==> config.mk <==
export PLATFORM = sky130hd
export DESIGN_NAME = pending_instr_tracker
export DESIGN_NICKNAME = d
export VERILOG_FILES = /design/src/rtl/pending_instr_tracker_pkg.sv /design/src/rtl/pending_commit_popcount.sv /design/src/rtl/pending_instr_tracker.sv
export SDC_FILE = /design/constraint.sdc
export NUM_CORES = 1
export LEC_CHECK = 0
export ABC_AREA = 1
export CAP_MARGIN = 5
export CORE_ASPECT_RATIO = 0.8
export CORE_MARGIN = 2
export CORE_UTILIZATION = 30
export DETAILED_ROUTE_END_ITERATION = 16
export PLACE_DENSITY = 0.48
export SLEW_MARGIN = 25
export SYNTH_ARGS = -nofsm -noshare
export SYNTH_HDL_FRONTEND = slang
export SYNTH_SLANG_ARGS = --single-unit
==> constraint.sdc <==
create_clock -name clk -period 6.7 [get_ports clk]
set_input_delay 1.005 -clock clk [delete_from_list [all_inputs] [get_ports clk]]
set_output_delay 1.005 -clock clk [all_outputs]
set_load 0.02 [all_outputs]
==> src/rtl/pending_instr_tracker_pkg.sv <==
// Shared constants for the pending-instruction tracker and its users.
//   PIT_CTR_WIDTH : default bits per warp counter
//   PIT_ALM_EMPTY : pending count at which a warp reports "almost empty";
//                   the CSR unit imports the same value so both agree that the
//                   querying CSR instruction itself is the one still in flight.
//   pit_idx_bits  : width of a warp index for a given warp count (min 1 bit)
package pending_instr_tracker_pkg;

    localparam int unsigned PIT_CTR_WIDTH = 8;
    localparam int unsigned PIT_ALM_EMPTY = 1;

    function automatic int unsigned pit_idx_bits(input int unsigned n);
        return (n > 1) ? $clog2(n) : 1;
    endfunction

endpackage

==> src/rtl/pending_commit_popcount.sv <==
// Counts how many commit ports retire an instruction for one target warp.
//   commit_valid_i : per-port commit fire
//   commit_wid_i   : packed per-port warp ids, port p at [p*NW_WIDTH +: NW_WIDTH]
//   target_wid_i   : warp this instance counts for
//   decr_o         : number of ports retiring target_wid_i this cycle
module pending_commit_popcount
    import pending_instr_tracker_pkg::*;
#(
    parameter int unsigned NUM_COMMITS = 2,
    parameter int unsigned NW_WIDTH    = 2,
    parameter int unsigned DEC_WIDTH   = $clog2(NUM_COMMITS + 1)
) (
    input  logic [NUM_COMMITS-1:0]          commit_valid_i,
    input  logic [NUM_COMMITS*NW_WIDTH-1:0] commit_wid_i,
    input  logic [NW_WIDTH-1:0]             target_wid_i,
    output logic [DEC_WIDTH-1:0]            decr_o
);

    always_comb begin
        decr_o = '0;
        for (int unsigned p = 0; p < NUM_COMMITS; p++) begin
            if (commit_valid_i[p] && (commit_wid_i[p*NW_WIDTH +: NW_WIDTH] == target_wid_i)) begin
                decr_o = decr_o + DEC_WIDTH'(1);
            end
        end
    end

endmodule

==> src/rtl/pending_instr_tracker.sv <==
// Per-warp count of instructions issued to execute and not yet committed.
//   clk, reset     : clock, synchronous active-low reset
//   issue_valid/_wid, issue_ready : issue handshake; ready drops only when the
//                    addressed warp's counter is saturated and nothing retires
//                    for that warp this cycle
//   commit_valid/_wid : NUM_COMMITS retire ports (packed warp ids)
//   alm_empty_wid/alm_empty : combinational "pending == ALM_EMPTY" query
//   empty_mask, busy : registered per-warp zero flags / any-nonzero flag
//   underflow_err  : sticky, a commit arrived for a warp with too few pending
module pending_instr_tracker
    import pending_instr_tracker_pkg::*;
#(
    parameter int unsigned NUM_WARPS   = 4,
    parameter int unsigned NUM_COMMITS = 2,
    parameter int unsigned CTR_WIDTH   = PIT_CTR_WIDTH,
    parameter int unsigned ALM_EMPTY   = PIT_ALM_EMPTY,
    localparam int unsigned NW_WIDTH   = pit_idx_bits(NUM_WARPS)
) (
    input  logic                            clk,
    input  logic                            reset,
    input  logic                            issue_valid,
    input  logic [NW_WIDTH-1:0]             issue_wid,
    output logic                            issue_ready,
    input  logic [NUM_COMMITS-1:0]          commit_valid,
    input  logic [NUM_COMMITS*NW_WIDTH-1:0] commit_wid,
    input  logic [NW_WIDTH-1:0]             alm_empty_wid,
    output logic                            alm_empty,
    output logic [NUM_WARPS-1:0]            empty_mask,
    output logic                            busy,
    output logic                            underflow_err
);

    localparam int unsigned DEC_WIDTH = $clog2(NUM_COMMITS + 1);
    localparam int unsigned EXT_WIDTH = CTR_WIDTH + 1;

    logic [CTR_WIDTH-1:0] pending_q [NUM_WARPS];
    logic [CTR_WIDTH-1:0] pending_d [NUM_WARPS];
    logic [DEC_WIDTH-1:0] decr      [NUM_WARPS];
    logic [NUM_WARPS-1:0] empty_q, empty_d;
    logic [NUM_WARPS-1:0] uflow_d;
    logic                 busy_q;
    logic                 err_q;
    logic                 sel_full, sel_hit, issue_fire;
    logic [EXT_WIDTH-1:0] cur, dec, inc, sum;

    for (genvar w = 0; w < NUM_WARPS; w++) begin : g_pop
        pending_commit_popcount #(
            .NUM_COMMITS (NUM_COMMITS),
            .NW_WIDTH    (NW_WIDTH),
            .DEC_WIDTH   (DEC_WIDTH)
        ) u_pop (
            .commit_valid_i (commit_valid),
            .commit_wid_i   (commit_wid),
            .target_wid_i   (NW_WIDTH'(w)),
            .decr_o         (decr[w])
        );
    end

    // Select the issuing warp by comparison rather than indexing, so warp ids
    // beyond NUM_WARPS-1 (non power-of-two configs) never index out of range.
    always_comb begin
        sel_full  = 1'b0;
        sel_hit   = 1'b0;
        alm_empty = 1'b0;
        for (int unsigned w = 0; w < NUM_WARPS; w++) begin
            if (issue_wid == NW_WIDTH'(w)) begin
                sel_full = (pending_q[w] == '1);
                sel_hit  = (decr[w] != '0);
            end
            if (alm_empty_wid == NW_WIDTH'(w)) begin
                alm_empty = (pending_q[w] == CTR_WIDTH'(ALM_EMPTY));
            end
        end
    end

    assign issue_ready = !sel_full || sel_hit;
    assign issue_fire  = issue_valid && issue_ready;

    // Retirements are taken first and clamped at zero, then the issue is added,
    // so an issue is never lost even in an underflow cycle.
    always_comb begin
        pending_d = pending_q;
        empty_d   = '0;
        uflow_d   = '0;
        cur       = '0;
        dec       = '0;
        inc       = '0;
        sum       = '0;
        for (int unsigned w = 0; w < NUM_WARPS; w++) begin
            cur = {1'b0, pending_q[w]};
            dec = EXT_WIDTH'(decr[w]);
            inc = EXT_WIDTH'(issue_fire && (issue_wid == NW_WIDTH'(w)));
            if (dec > cur) begin
                uflow_d[w] = 1'b1;
                sum        = inc;
            end else begin
                sum = cur - dec + inc;
            end
            pending_d[w] = sum[CTR_WIDTH-1:0];
            empty_d[w]   = (sum[CTR_WIDTH-1:0] == '0);
        end
    end

    always_ff @(posedge clk) begin
        if (!reset) begin
            for (int unsigned w = 0; w < NUM_WARPS; w++) begin
                pending_q[w] <= '0;
            end
            empty_q <= '1;
            busy_q  <= 1'b0;
            err_q   <= 1'b0;
        end else begin
            for (int unsigned w = 0; w < NUM_WARPS; w++) begin
                pending_q[w] <= pending_d[w];
                assert (!uflow_d[w])
                    else $warning("pending_instr_tracker: commit on empty counter, warp %0d", w);
            end
            empty_q <= empty_d;
            busy_q  <= !(&empty_d);
            err_q   <= err_q || (|uflow_d);
        end
    end

    assign empty_mask    = empty_q;
    assign busy          = busy_q;
    assign underflow_err = err_q;

endmodule

Word-level counts from Yosys, hierarchy flattened:

Index checks and enable logic that the tools add are counted.
Widths: inputs -> output; s select.

* bits in latches: 0
* memories: 0
* bits in read-only memories: 0
* logic and storage cells: 102
* bits in writable memories: 0
* bits in registers: 38

* $add $sub $neg: 12
* shift operators: 0
* div/mod/pow operators: 0
* bitwise logic cells: 0
* mux-type cells: 28
* magnitude comparators: 4
* eq/ne operators: 20
* reduce and logical (&&, ||, !) cells: 31
* $mul: 0

Operator list (count)
* $add 8x1->8: 4
* $eq 8x1->1 const B: 4
* $eq 8x8->1 const B: 4
* $gt 2x8->1: 4
* $logic_not 8->1: 4
* $mux 8: 4
* $sub 8x2->8: 4
* $mux 1: 20
* $eq 2x2->1 const B: 8
* $logic_and 1x1->1: 13
* $add 1x1->2 const B: 4
* $eq 2x1->1 const B: 4
* $logic_not 2->1: 4
* $mux 2: 4
* $reduce_bool 2->1: 4
* $reduce_and 4->1: 1
* $reduce_or 4->1: 1
* $logic_not 1->1: 2
* $logic_or 1x1->1: 2

Logic depth before layout (Yosys ltp):

Gate-level depths: netlist (run 1).

* depth in word-level cells: 18
* depth in mapped cells: 26
* depth with buffers taken out: 26

By module:

A second synthesis (run 1) with hierarchy kept.

* cells, all modules: 638
* area total of the unflattened synthesis: 4032.6 um^2

By module, submodules not included
* pending_instr_tracker: cells each 554, sequential area each 760.7 um^2, instances 1, area each 3672.3 um^2
* pending_commit_popcount: cells each 21, sequential area each 0.0 um^2, instances 4, area each 90.1 um^2

Worst setup path before layout (run 1):

Ideal clock, no wire load.

* path kind: input port to flip-flop
* start: in commit_wid[0]
* end: reg busy_q (netlist: busy)
* cell stages on the path: 23
* arrival time: 3.769 ns
* data required time: 6.588 ns
* setup slack: 2.820 ns
* path buffers: 0
* path through: inv_1 > nor3_1 > inv_1 > ha_1 > nand2_1 > nor2_1 > nand2_1 > nand3_2 > a21boi_0 > nand2_1 > ha_1 > inv_1 > ha_1 > fa_1 > or2_2 > nand3_1 > nand2_1 > inv_1 > nand4_2 > nor2_1 > nand2_1 > nor2_1 > nor2_1

* word-level cells in the longest chain between the ends: 18

Ends and longest elaborated chain
* from (decl): RTL line pending_instr_tracker.sv:25 `input logic [NUM_COMMITS*NW_WIDTH-1:0] commit_wid,`
* $logic_not 2->1: RTL line pending_commit_popcount.sv:22 `if (commit_valid_i[p] && (commit_wid_i[p*NW_WIDTH +: NW_WIDTH] == target_wid_i)) begin`
* $logic_and 1x1->1: RTL line pending_commit_popcount.sv:22
* $mux 1: RTL line pending_commit_popcount.sv:22
* $add 1x1->2: RTL line pending_commit_popcount.sv:23 `decr_o = decr_o + DEC_WIDTH'(1);`
* $mux 2: RTL line pending_commit_popcount.sv:22
* $reduce_bool 2->1: RTL line pending_instr_tracker.sv:68 `sel_hit = (decr[w] != '0);`
* $mux 1 (4 in series): RTL line pending_instr_tracker.sv:66 `if (issue_wid == NW_WIDTH'(w)) begin`
* $logic_or 1x1->1: RTL line pending_instr_tracker.sv:76 `assign issue_ready = !sel_full || sel_hit;`
* $logic_and 1x1->1: RTL line pending_instr_tracker.sv:77 `assign issue_fire = issue_valid && issue_ready;`
* $logic_and 1x1->1: RTL line pending_instr_tracker.sv:92 `inc = EXT_WIDTH'(issue_fire && (issue_wid == NW_WIDTH'(w)));`
* $add 8x1->8: RTL line pending_instr_tracker.sv:97 `sum = cur - dec + inc;`
* $mux 8: RTL line pending_instr_tracker.sv:93 `if (dec > cur) begin`
* $logic_not 8->1: RTL line pending_instr_tracker.sv:100 `empty_d[w] = (sum[CTR_WIDTH-1:0] == '0);`
* $reduce_and 4->1 *: RTL line pending_instr_tracker.sv:119 `busy_q <= !(&empty_d);`
* $logic_not 1->1 *: RTL line pending_instr_tracker.sv:119
* to (signal assigned): RTL line pending_instr_tracker.sv:119
* to (decl): RTL line pending_instr_tracker.sv:41 `logic busy_q;`

Every way passes the cells marked *; elsewhere a longest branch is shown, timed or not.
A chain may end at the register's enable or synchronous reset.

Worst setup path after layout (run 1):

* start: in commit_wid[1]
* end: reg busy_q (netlist: busy)

Same word-level chain as after synthesis.

==> impl_metrics.toml, run 1 <==
[power_and_ir_drop]
powerDensity_nw_per_um2 = 456
peakVddDrop_mv = 0.194
power.leakage_nw = 2.34

[sta]
slew_violations = 0
holdWs_ns = 0.563
clock.fmax_mhz = 210
setup_tns_ns = 0
worst_pin_slew_ns = 0.537
slew_headroom_pct = 64.1
finalSetupViolCount = 0
post-route-min-period_ns = 4.76
fin_crit_sh_pct = 71.0
rsz0062_at_grt = "false"
hold_viol_final = 0
finClkSkew_ns = 0.00343

[critical_path]
crit_chain = "clkdlybuf4s50_1 -> inv_1 -> nor3_1 -> inv_1 -> ha_1 -> nand2_1 -> nor2_1 -> nand2_1 -> nand3_1 -> a21boi_0 -> nand2_1 -> ha_1 -> inv_1 -> ha_1 -> fa_1 -> or2_2 -> nand3_1 -> nand2_1 -> inv_1 -> nand4_2 -> nor2_1 -> nand2_1 -> nor2_1 -> nor2_1"
critPathCaptureType = "flop"
reg2reg_depth = 20
arrival_ns = 4.91
cp.required_ns = 6.86
crit_type = "input pin to flop"
startpoint = "commit_wid[1]"
r2r-end = "busy"
cp_common_cell = "nand2_1"
r2r_slack_ns = 3.30
critical_path.top_delay_family = "simple AND/OR/NAND/NOR gates"
r2r_start = "pending_q[20]"
cp_num_buf_inv = 5
crit_fanout = 4
critPathMaxStageDelay_ns = 0.50
crit_slowest_cell = "clkdlybuf4s50_1"
worst_setup_path_start_kind = "input pin"

[clock_network]
clk_pin_slew_ns = 0.06
numClockSinks = 38
post_cts_resized = 0
numCtsBuffers = 5
clockBufferDepth = 2
cts_root_buf = "clkbuf_16"
htree_levels = 2
postCtsSetupBuffers = 0
cts_tree = "yes"
clk_latency_ns = 0.28
cts_hold_buf = 0

[worst_hold_path]
hp-class = "flop to flop"
hold_start = "underflow_err"
holdPathEnd = "underflow_err"
hold_depth = 2

[global_routing]
grt_overflow_total = 0
grt_antenna_before_repair = 0
grt_pass1_vias = 3292
grt_pass1_wl_um = 15500
grtUsageTotal_pct = 14.2
grt_max_degree = 35

[flow_run]
drv_cap = 0

[detailed_routing]
route.detailed.vias_per_inst = 4.40
final_antenna_net_count = 0
firstDrtPassIters = 4
drc = 0
vias = 3389
drt_iter0_markers = 135
wl_um = 8950
wire_per_inst_um = 11.6

[floorplan]
die_w_um = 130
die_h_um = 105
initial_core_util_pct = 31.0
core_region_area_um2 = 12300
die-area_um2 = 13600
core.rowCount = 36
io_pins = 21

[status]
status = "finished clean"

[yosys]
ys_seq_elements = 38
yosys-top-cells-area = "ha_1 25%, dfxtp_1 20%, nand2_1 13%"
synth-seq-area-share_pct = 19.9
synth_top_area_cell = "ha_1"
ys_types = 28
synth_top_area_share_pct = 24.9
synth_fp_nets = 669
netlist_area_um2 = 3810
synth.avg_cell_area_um2 = 6.62
synthCells = 576
ys_warn_count = 0

[finish]
multi_input_area_um2 = 2520
drive_above_1_share_pct = 7.00
seq_area_um2 = 761
utilization_pct = 35.3
diodes = 0
n_fill_cell = 1324
area_delta_synth_final_pct = 13.9
final_nets = 693

[place]
hpwl_um = 7490
io_buffers = 20
place.gp.congestion = 0.818
==> cells in the final DEF (no fill, tap or decap), types with 2 or more instances in the layout <==
master	n
nor2_1	58
clkdlybuf4s50_1	20
and2_1	2
a21oi_1	11
nand3_2	6
nor3_1	9
nand4_1	17
inv_2	8
nand4_2	2
o21ai_0	4
o21bai_1	3
clkbuf_16	5
or2_2	4
clkinv_2	3
dfxtp_1	38
fa_1	4
ha_1	76
nor2_2	3
nand3_1	55
nand2_2	4
nand2_1	130
a21oi_2	5
clkinv_1	3
inv_1	125
==> worst min-delay path: cells and delay by family (launching register included) <==
kind / cells / cell delay [ns]
flops: 1 / 0.36
simple gates: 1 / 0.07
compound gates: 1 / 0.10
==> kinds of logic after synthesis <==
group / count (synthesis) / synth area share [%]
flops: 38 / 19.9
buf+inv: 140 / 14.0
simple gates: 292 / 34.6
fa+ha+maj: 80 / 27.0
compound gates: 26 / 4.43
==> metal layers <==
layer	wire length (µm)	GRT usage [%]
met1	4660	19.3
met2	3940	23.3
met3	242	2.61
met4	103	2.69
met5	0	0
==> area by class of cell <==
type | instances | area share [%]
clock buffer | 5 | 2.88
clock inverter | 2 | 0.230
inverter | 137 | 11.9
multi-input combinational | 398 | 58.0
sequential | 38 | 17.5
tap | 171 | 4.92
timing repair buffer | 20 | 4.61
==> worst max-delay path by stage <==
stage	endpoint	slack [ns]	cells past startpoint
6_report	busy	1.94	24
2_1_floorplan	busy	2.82	23
4_1_cts	busy	1.87	24
3_5_place_dp	busy	1.59	24
5_1_grt	busy	1.59	24
3_3_place_gp	busy	1.58	24
==> synthesized netlist by cell type <==
| cell | count |
|---|---|
| nand3_1 | 55 |
| fa_1 | 4 |
| ha_1 | 76 |
| nor2_1 | 58 |
| a32oi_1 | 1 |
| clkinv_1 | 4 |
| a21oi_2 | 5 |
| a21oi_1 | 11 |
| a21boi_0 | 1 |
| or2_2 | 4 |
| nor3_4 | 1 |
| o21ai_0 | 4 |
| o21bai_2 | 1 |
| and2_1 | 2 |
| nor3_1 | 9 |
| nand2_2 | 4 |
| clkbuf_1 | 2 |
| nor4_1 | 1 |
| nor2_2 | 3 |
| inv_1 | 125 |
| inv_2 | 8 |
| buf_6 | 1 |
| nand4_2 | 2 |
| dfxtp_1 | 38 |
| o21bai_1 | 3 |
| nand3_2 | 6 |
| nand2_1 | 130 |
| nand4_1 | 17 |
==> power breakdown <==
group          switching [W]  internal, W
Clock               0.000101     0.000135
Combinational       0.000864     0.000512
Sequential         0.0000604     0.000311
Total                0.00103     0.000958
==> through the flow <==
stage          cell area, µm²  setup WS, ns  power (W)  std cells
6_report                 4350          1.94    0.00198        771
4_1_cts                  4350          1.87    0.00200        771
3_3_place_gp             4210          1.58    0.00176        764
5_1_grt                  4350          1.59    0.00225        771
3_5_place_dp             4210          1.59    0.00175        764
2_1_floorplan            3810          2.82    0.00147        576
==> flip-flops by register name, summed over array words and instances (netlist names) <==
register       flops
cur                8
underflow_err      1
pending_q         24
busy               1
empty_mask         4
Note: power is estimated with default switching activity, not from simulation.
==> run 2: changes to the inputs <==
--- a/config.mk
+++ b/config.mk
@@ -11,7 +11,7 @@
 export CORE_MARGIN = 2
 export CORE_UTILIZATION = 30
 export DETAILED_ROUTE_END_ITERATION = 16
-export PLACE_DENSITY = 0.48
+export PLACE_DENSITY = 0.49
 export SLEW_MARGIN = 25
 export SYNTH_ARGS = -nofsm -noshare
 export SYNTH_HDL_FRONTEND = slang
==> constraint.sdc (replaced) <==
create_clock -name clk -period 4.3 [get_ports clk]
set_input_delay 0.645 -clock clk [delete_from_list [all_inputs] [get_ports clk]]
set_output_delay 0.645 -clock clk [all_outputs]
set_load 0.02 [all_outputs]
==> run 2 against run 1 <==
Effect of this change:
- design area rose by 8.4%
- register-to-register slack got worse by 2.1 ns
- routed wire length rose by 6.3%
- sequential share of layout area fell by 1.4 points
- via count rose by 4.1%
- sequential power rose by 57%
- clock skew rose by 0.0011 ns
- critical path type unchanged
==> impl_metrics.toml, run 2 (synthesis gave the netlist of run 1 again) <==
[status]
status = "finished clean"

[critical_path]
cp_common_cell = "nand2_1"
crit_chain = "clkdlybuf4s50_1 -> inv_2 -> nor3_4 -> inv_1 -> ha_1 -> nand2_1 -> nor2_1 -> nand2_1 -> nand3_1 -> a21boi_2 -> nand2_1 -> ha_1 -> inv_1 -> ha_1 -> fa_1 -> or2_2 -> nand3_1 -> nand2_1 -> clkinv_1 -> nand4_1 -> nor2_2 -> nand2_1 -> nor2_1 -> nor2_1"
crit_slowest_cell = "clkdlybuf4s50_1"
worst_setup_path_start_kind = "input pin"
crit_type = "input pin to flop"
cp_num_buf_inv = 5
critical_path.top_delay_family = "simple AND/OR/NAND/NOR gates"
cp.required_ns = 4.47
arrival_ns = 4.17
critPathMaxStageDelay_ns = 0.56
critPathCaptureType = "flop"
crit_fanout = 3

[detailed_routing]
wl_um = 9510
route.detailed.vias_per_inst = 4.39
vias = 3528
drt_iter0_markers = 192
drc = 0
final_antenna_net_count = 0
wire_per_inst_um = 11.8
firstDrtPassIters = 4

[finish]
drive_above_1_share_pct = 13.6
top_register = "pending_q"
diodes = 0
n_fill_cell = 1295
final_common_cell = "nand2_1"
largest_register_ffs = 24
layout_common_cells = "130 x nand2_1, 122 x inv_1, 76 x ha_1, 56 x nor2_1, 55 x nand3_1"
area_delta_synth_final_pct = 23.5
final_nets = 724

[sta]
finClkSkew_ns = 0.00450
clock.fmax_mhz = 250
rsz0062_at_grt = "false"
worst_pin_slew_ns = 0.430
setup_tns_ns = 0
slew_violations = 0
finalSetupViolCount = 0
hold_viol_final = 0
post-route-min-period_ns = 3.99
slew_headroom_pct = 71.1
fin_crit_sh_pct = 92.9

[power_and_ir_drop]
power_w = 0.00347
power.leakage_nw = 2.56
peakVddDrop_mv = 0.277
powerDensity_nw_per_um2 = 736

[floorplan]
die_h_um = 105
core_region_area_um2 = 12300
die_w_um = 130
io_pins = 21
core.rowCount = 36
initial_core_util_pct = 31.0
die-area_um2 = 13600

[clock_network]
htree_levels = 2
cts_root_buf = "clkbuf_16"
clk_pin_slew_ns = 0.06
clockBufferDepth = 2
cts_tree = "yes"
numCtsBuffers = 5
clk_latency_ns = 0.29
numClockSinks = 38

[flow_run]
drv_cap = 0

[global_routing]
grt_antenna_before_repair = 0
grt_pass1_wl_um = 16300
grt_overflow_total = 0
grtUsageTotal_pct = 15.0
grt_max_degree = 23
grt_pass1_vias = 3485

[place]
hpwl_um = 7890
io_buffers = 20
place.gp.congestion = 0.828

[worst_hold_path]
hp-class = "flop to flop"
-- run 2: metrics by stage --
step	hold slack, ns	cells	utilization, %	instance area, µm²	setup WS (ns)
floorplan	0.634	576	-	3810	0.780
global placement	0.550	793	36.0	4430	-0.265
detailed placement	0.565	793	36.0	4430	-0.251
CTS	0.576	801	37.6	4630	0.0286
global route	0.643	803	38.3	4710	0.00540
finish	0.569	803	38.3	4710	0.307
-- run 2: tightest hold or removal path: cells and delay by family, from the launching register on --
family             cells  cell delay [ns]
AOI/OAI and AO/OA      1             0.11
DFF                    1             0.35
and+or+nand+nor        1             0.07
-- run 2: power by group --
group / switching [W] / leakage [nW] / total [W] / internal (W)
clock network: 0.000156 / 0.0971 / 0.000505 / 0.000349
logic: 0.00141 / 2.14 / 0.00238 / 0.000968
registers: 0.0000990 / 0.317 / 0.000584 / 0.000485
total: 0.00167 / 2.56 / 0.00347 / 0.00180
-- run 2: metal layers --
layer / routed length (µm) / vias to the layer above / track usage [%]
met5: 0 / - / 0
met4: 70 / 0 / 2.61
met3: 297 / 7 / 2.46
met2: 4390 / 33 / 25.0
met1: 4760 / 1589 / 20.4
li1: - / 1899 / -
-- run 2: final timing paths --
path,from,end,slack [ns],cells after the start
max reg2reg,pending_q[20],busy,1.16,20
min reg2reg,underflow_err,underflow_err,0.57,2
max,commit_wid[2],busy,0.31,24
min,underflow_err,underflow_err,0.57,2
-- run 2: what timing repair did --
action,in CTS,in global routing
gates resized for setup,0,20
hold buffers,0,0
endpoints found under the setup margin,0,5
setup buffers,0,2
-- run 2: final cells by class --
| type | instances | area, µm² | share of cell area, % |
|---|---|---|---|
| Clock buffer | 6 | 139 | 2.95 |
| Clock inverter | 2 | 60.1 | 1.27 |
| Inverter | 137 | 514 | 10.9 |
| Multi-Input combinational cell | 398 | 2580 | 54.8 |
| Sequential cell | 38 | 761 | 16.1 |
| Tap cell | 171 | 214 | 4.54 |
| Timing Repair Buffer | 51 | 440 | 9.35 |
==> run 3: changes to the inputs <==
--- a/config.mk
+++ b/config.mk
@@ -15,4 +15,5 @@
 export SLEW_MARGIN = 25
 export SYNTH_ARGS = -nofsm -noshare
 export SYNTH_HDL_FRONTEND = slang
+export SYNTH_HIERARCHICAL = 1
 export SYNTH_SLANG_ARGS = --single-unit
==> run 3 against run 2 <==
Effect of this change:
- sequential share of layout area fell by 0.42 points
- register-to-register slack about the same
- cell count increased by 8.8%
- setup slack better by 0.029 ns
- first-iteration DRC count shrank 6.3%
- routed wire length grew 2.8%
- count of clock-buffer cells in the layout down 1
- sequential cell count unchanged
- critical endpoint unchanged
- highest routed layer unchanged
==> impl_metrics.toml, run 3 <==
[power_and_ir_drop]
switching_share_pct = 50.7
power.leakage_nw = 2.79
clkPwrFrac_pct = 13.8
p_comb_share_pct = 69.1
powerDensity_nw_per_um2 = 729
p_int_w = 0.00174
switchingPower_w = 0.00179
seqPwrFrac_pct = 17.0
peakVddDrop_mv = 0.334

[critical_path]
critPathMaxStageDelay_ns = 0.50
reg2reg_depth = 20
crit_chain = "clkdlybuf4s50_1 -> nand3_1 -> nor2_1 -> ha_2 -> inv_1 -> nand2_1 -> nor2_1 -> nand2_1 -> nand3_1 -> nand2_4 -> nand2_1 -> ha_1 -> inv_1 -> ha_1 -> fa_1 -> or2_2 -> nand3_1 -> nand2_1 -> clkinv_1 -> nand4_1 -> nor2_2 -> nand2_1 -> nor2_1 -> nor2_1"
cp.required_ns = 4.47
critPathCaptureType = "flop"
cp_common_cell = "nand2_1"
arrival_ns = 4.13
crit_type = "input pin to flop"
worst_setup_path_start_kind = "input pin"
crit_fanout = 4
crit_slowest_cell = "clkdlybuf4s50_1"

[yosys]
synth_adder_area_share_pct = 24.3
netlist_area_um2 = 4030
ys_seq_elements = 38
synth_flop_cell = "dfxtp_1"
synth_compound_area_share_pct = 3.69
synth_top_area_share_pct = 22.3
synthCells = 638
yosysMostFrequentCell = "nand2_1"
synthXorXnorAreaFrac_pct = 0.217
ys_warn_count = 6
synth-edff-count = 0
synth_top_area_cell = "ha_1"
yosys-mux-area-fraction_pct = 0
synth.avg_cell_area_um2 = 6.32
synthArstFlopShare_pct = 0
yosys-top-cells-area = "ha_1 22%, dfxtp_1 19%, nand2_1 16%"
synth-seq-area-share_pct = 18.9
ys_types = 34
yosys.area_share.simple_pct = 38.8
ys_top_cells_by_count = "174 x nand2_1, 137 x inv_1, 72 x ha_1"
synth_top_family_by_area = "simple AND/OR/NAND/NOR gates"

[place]
hpwl_um = 8320
place.gp.congestion = 0.884
io_buffers = 20
dp.cells = 866
dpl_cell_area_um2 = 4630

[finish]
final_area_um2 = 4840
final_common_cell = "nand2_1"
final_nets = 787
stdcell_count = 874
drive_above_1_share_pct = 8.58
area_delta_synth_final_pct = 20.0
layout_common_cells = "174 x nand2_1, 137 x inv_1, 71 x ha_1, 67 x nor2_1, 60 x nand3_1"
largest_register_ffs = 24
diodes = 0
top_register = "pending_q"

[detailed_routing]
wl_um = 9780
wire_per_inst_um = 11.2
firstDrtPassIters = 5
drt_iter0_markers = 180
final_antenna_net_count = 0
drc = 0
route.detailed.vias_per_inst = 4.29
vias = 3749

[floorplan]
die_w_um = 134
initial_core_util_pct = 31.0
die_h_um = 108
io_pins = 21
core_region_area_um2 = 13000
core.rowCount = 37
die-area_um2 = 14400

[global_routing]
grtUsageTotal_pct = 14.7
grt_antenna_before_repair = 0
grt_overflow_total = 0
grt_use_met3_pct = 1.46
gr-max-usage-layer = "met2"
use_met1_pct = 20.5
grt_use_met2_pct = 24.4
grt_pass1_vias = 3650
grt_pass1_wl_um = 17100
grt_max_degree = 19

[clock_network]
clk_latency_ns = 0.28
clk_pin_slew_ns = 0.06
numClockSinks = 38
postCtsSetupBuffers = 0
numCtsBuffers = 5
htree_levels = 2
cts_tree = "yes"
cts_root_buf = "clkbuf_16"
clockBufferDepth = 2

[sta]
clock.fmax_mhz = 252
worst_pin_slew_ns = 0.538
slew_headroom_pct = 63.9
slew_violations = 0
post-route-min-period_ns = 3.96
setup_tns_ns = 0
fin_crit_sh_pct = 92.2
rsz0062_at_grt = "false"
finalSetupViolCount = 0
hold_viol_final = 0
finClkSkew_ns = 0.00904

[status]
status = "finished clean"

[worst_hold_path]
hold_depth = 2
hp-class = "flop to flop"

[flow_run]
drv_cap = 0
-- run 3: cell types whose count changed in the layout (fill, tap and decap cells not counted), sizes merged, moves of 2 or more --
cell   change
ha         -4
inv       +10
a21oi      -2
buf       -17
nand3      +8
nor2      +11
conb      +24
nand4      -3
nand2     +46
nor3       -8
-- run 3: layer usage --
layer	part of all wire, %	up-vias
met5	0	-
met4	1.4	0
met3	2.3	7
met2	42	45
met1	54	1646
li1	-	2051
-- run 3: power groups by stage --
stage          clock (W)  combinational (W)  sequential, W
3_5_place_dp           0            0.00242       0.000609
4_1_cts         0.000502            0.00244       0.000601
5_1_grt         0.000516            0.00285       0.000622
3_3_place_gp           0            0.00240       0.000607
2_1_floorplan          0            0.00188       0.000586
6_report        0.000487            0.00244       0.000601
-- run 3: final timing paths --
| kind | start | slack [ns] | endpoint |
|---|---|---|---|
| max | commit_valid[1] | 0.34 | busy |
| min | underflow_err | 0.56 | underflow_err |
| max reg2reg | pending_q[12] | 1.17 | busy |
| min reg2reg | underflow_err | 0.56 | underflow_err |
-- run 3: timing repair --
item / in CTS / in global routing
endpoints found under the setup margin: 0 / 1
hold buffers: 0 / 0
gates resized for setup: 0 / 6
-- run 3: cell type report --
type                            instances  area [µm²]
Tap cell                              175         219
Timing Repair Buffer                   34         315
Fill cell                            1402        8170
Clock inverter                          3        68.8
Multi-Input combinational cell        473        2800
Sequential cell                        38         761
Clock buffer                            5         125
Inverter                              146         548
-- run 3: through the flow --
step | hold slack, ns | power (W) | setup slack (ns) | util, %
final | 0.557 | 0.00353 | 0.336 | 37.2
after global routing | 0.597 | 0.00398 | 0.0598 | 37.2
after CTS | 0.572 | 0.00354 | 0.171 | 37.1
after detailed placement | 0.556 | 0.00303 | -0.112 | 35.6
after global placement | 0.549 | 0.00301 | -0.0525 | 35.6
after floorplan | 0.633 | 0.00246 | 0.839 | -
-- run 3: cell families after synthesis --
family	count (synthesis)
AO/OA/AOI/OAI	23
buffers and inverters	149
other	2
adder cells (fa/ha/maj)	76
AND/OR/NAND/NOR	349
flip-flops	38
XOR/XNOR	1
-- run 3: worst max-delay path, delay by kind of cell --
family,cells,cell delay (ns)
adders and majority gates,4,1.20
and+or+nand+nor,16,1.66
buffers and inverters,4,0.64
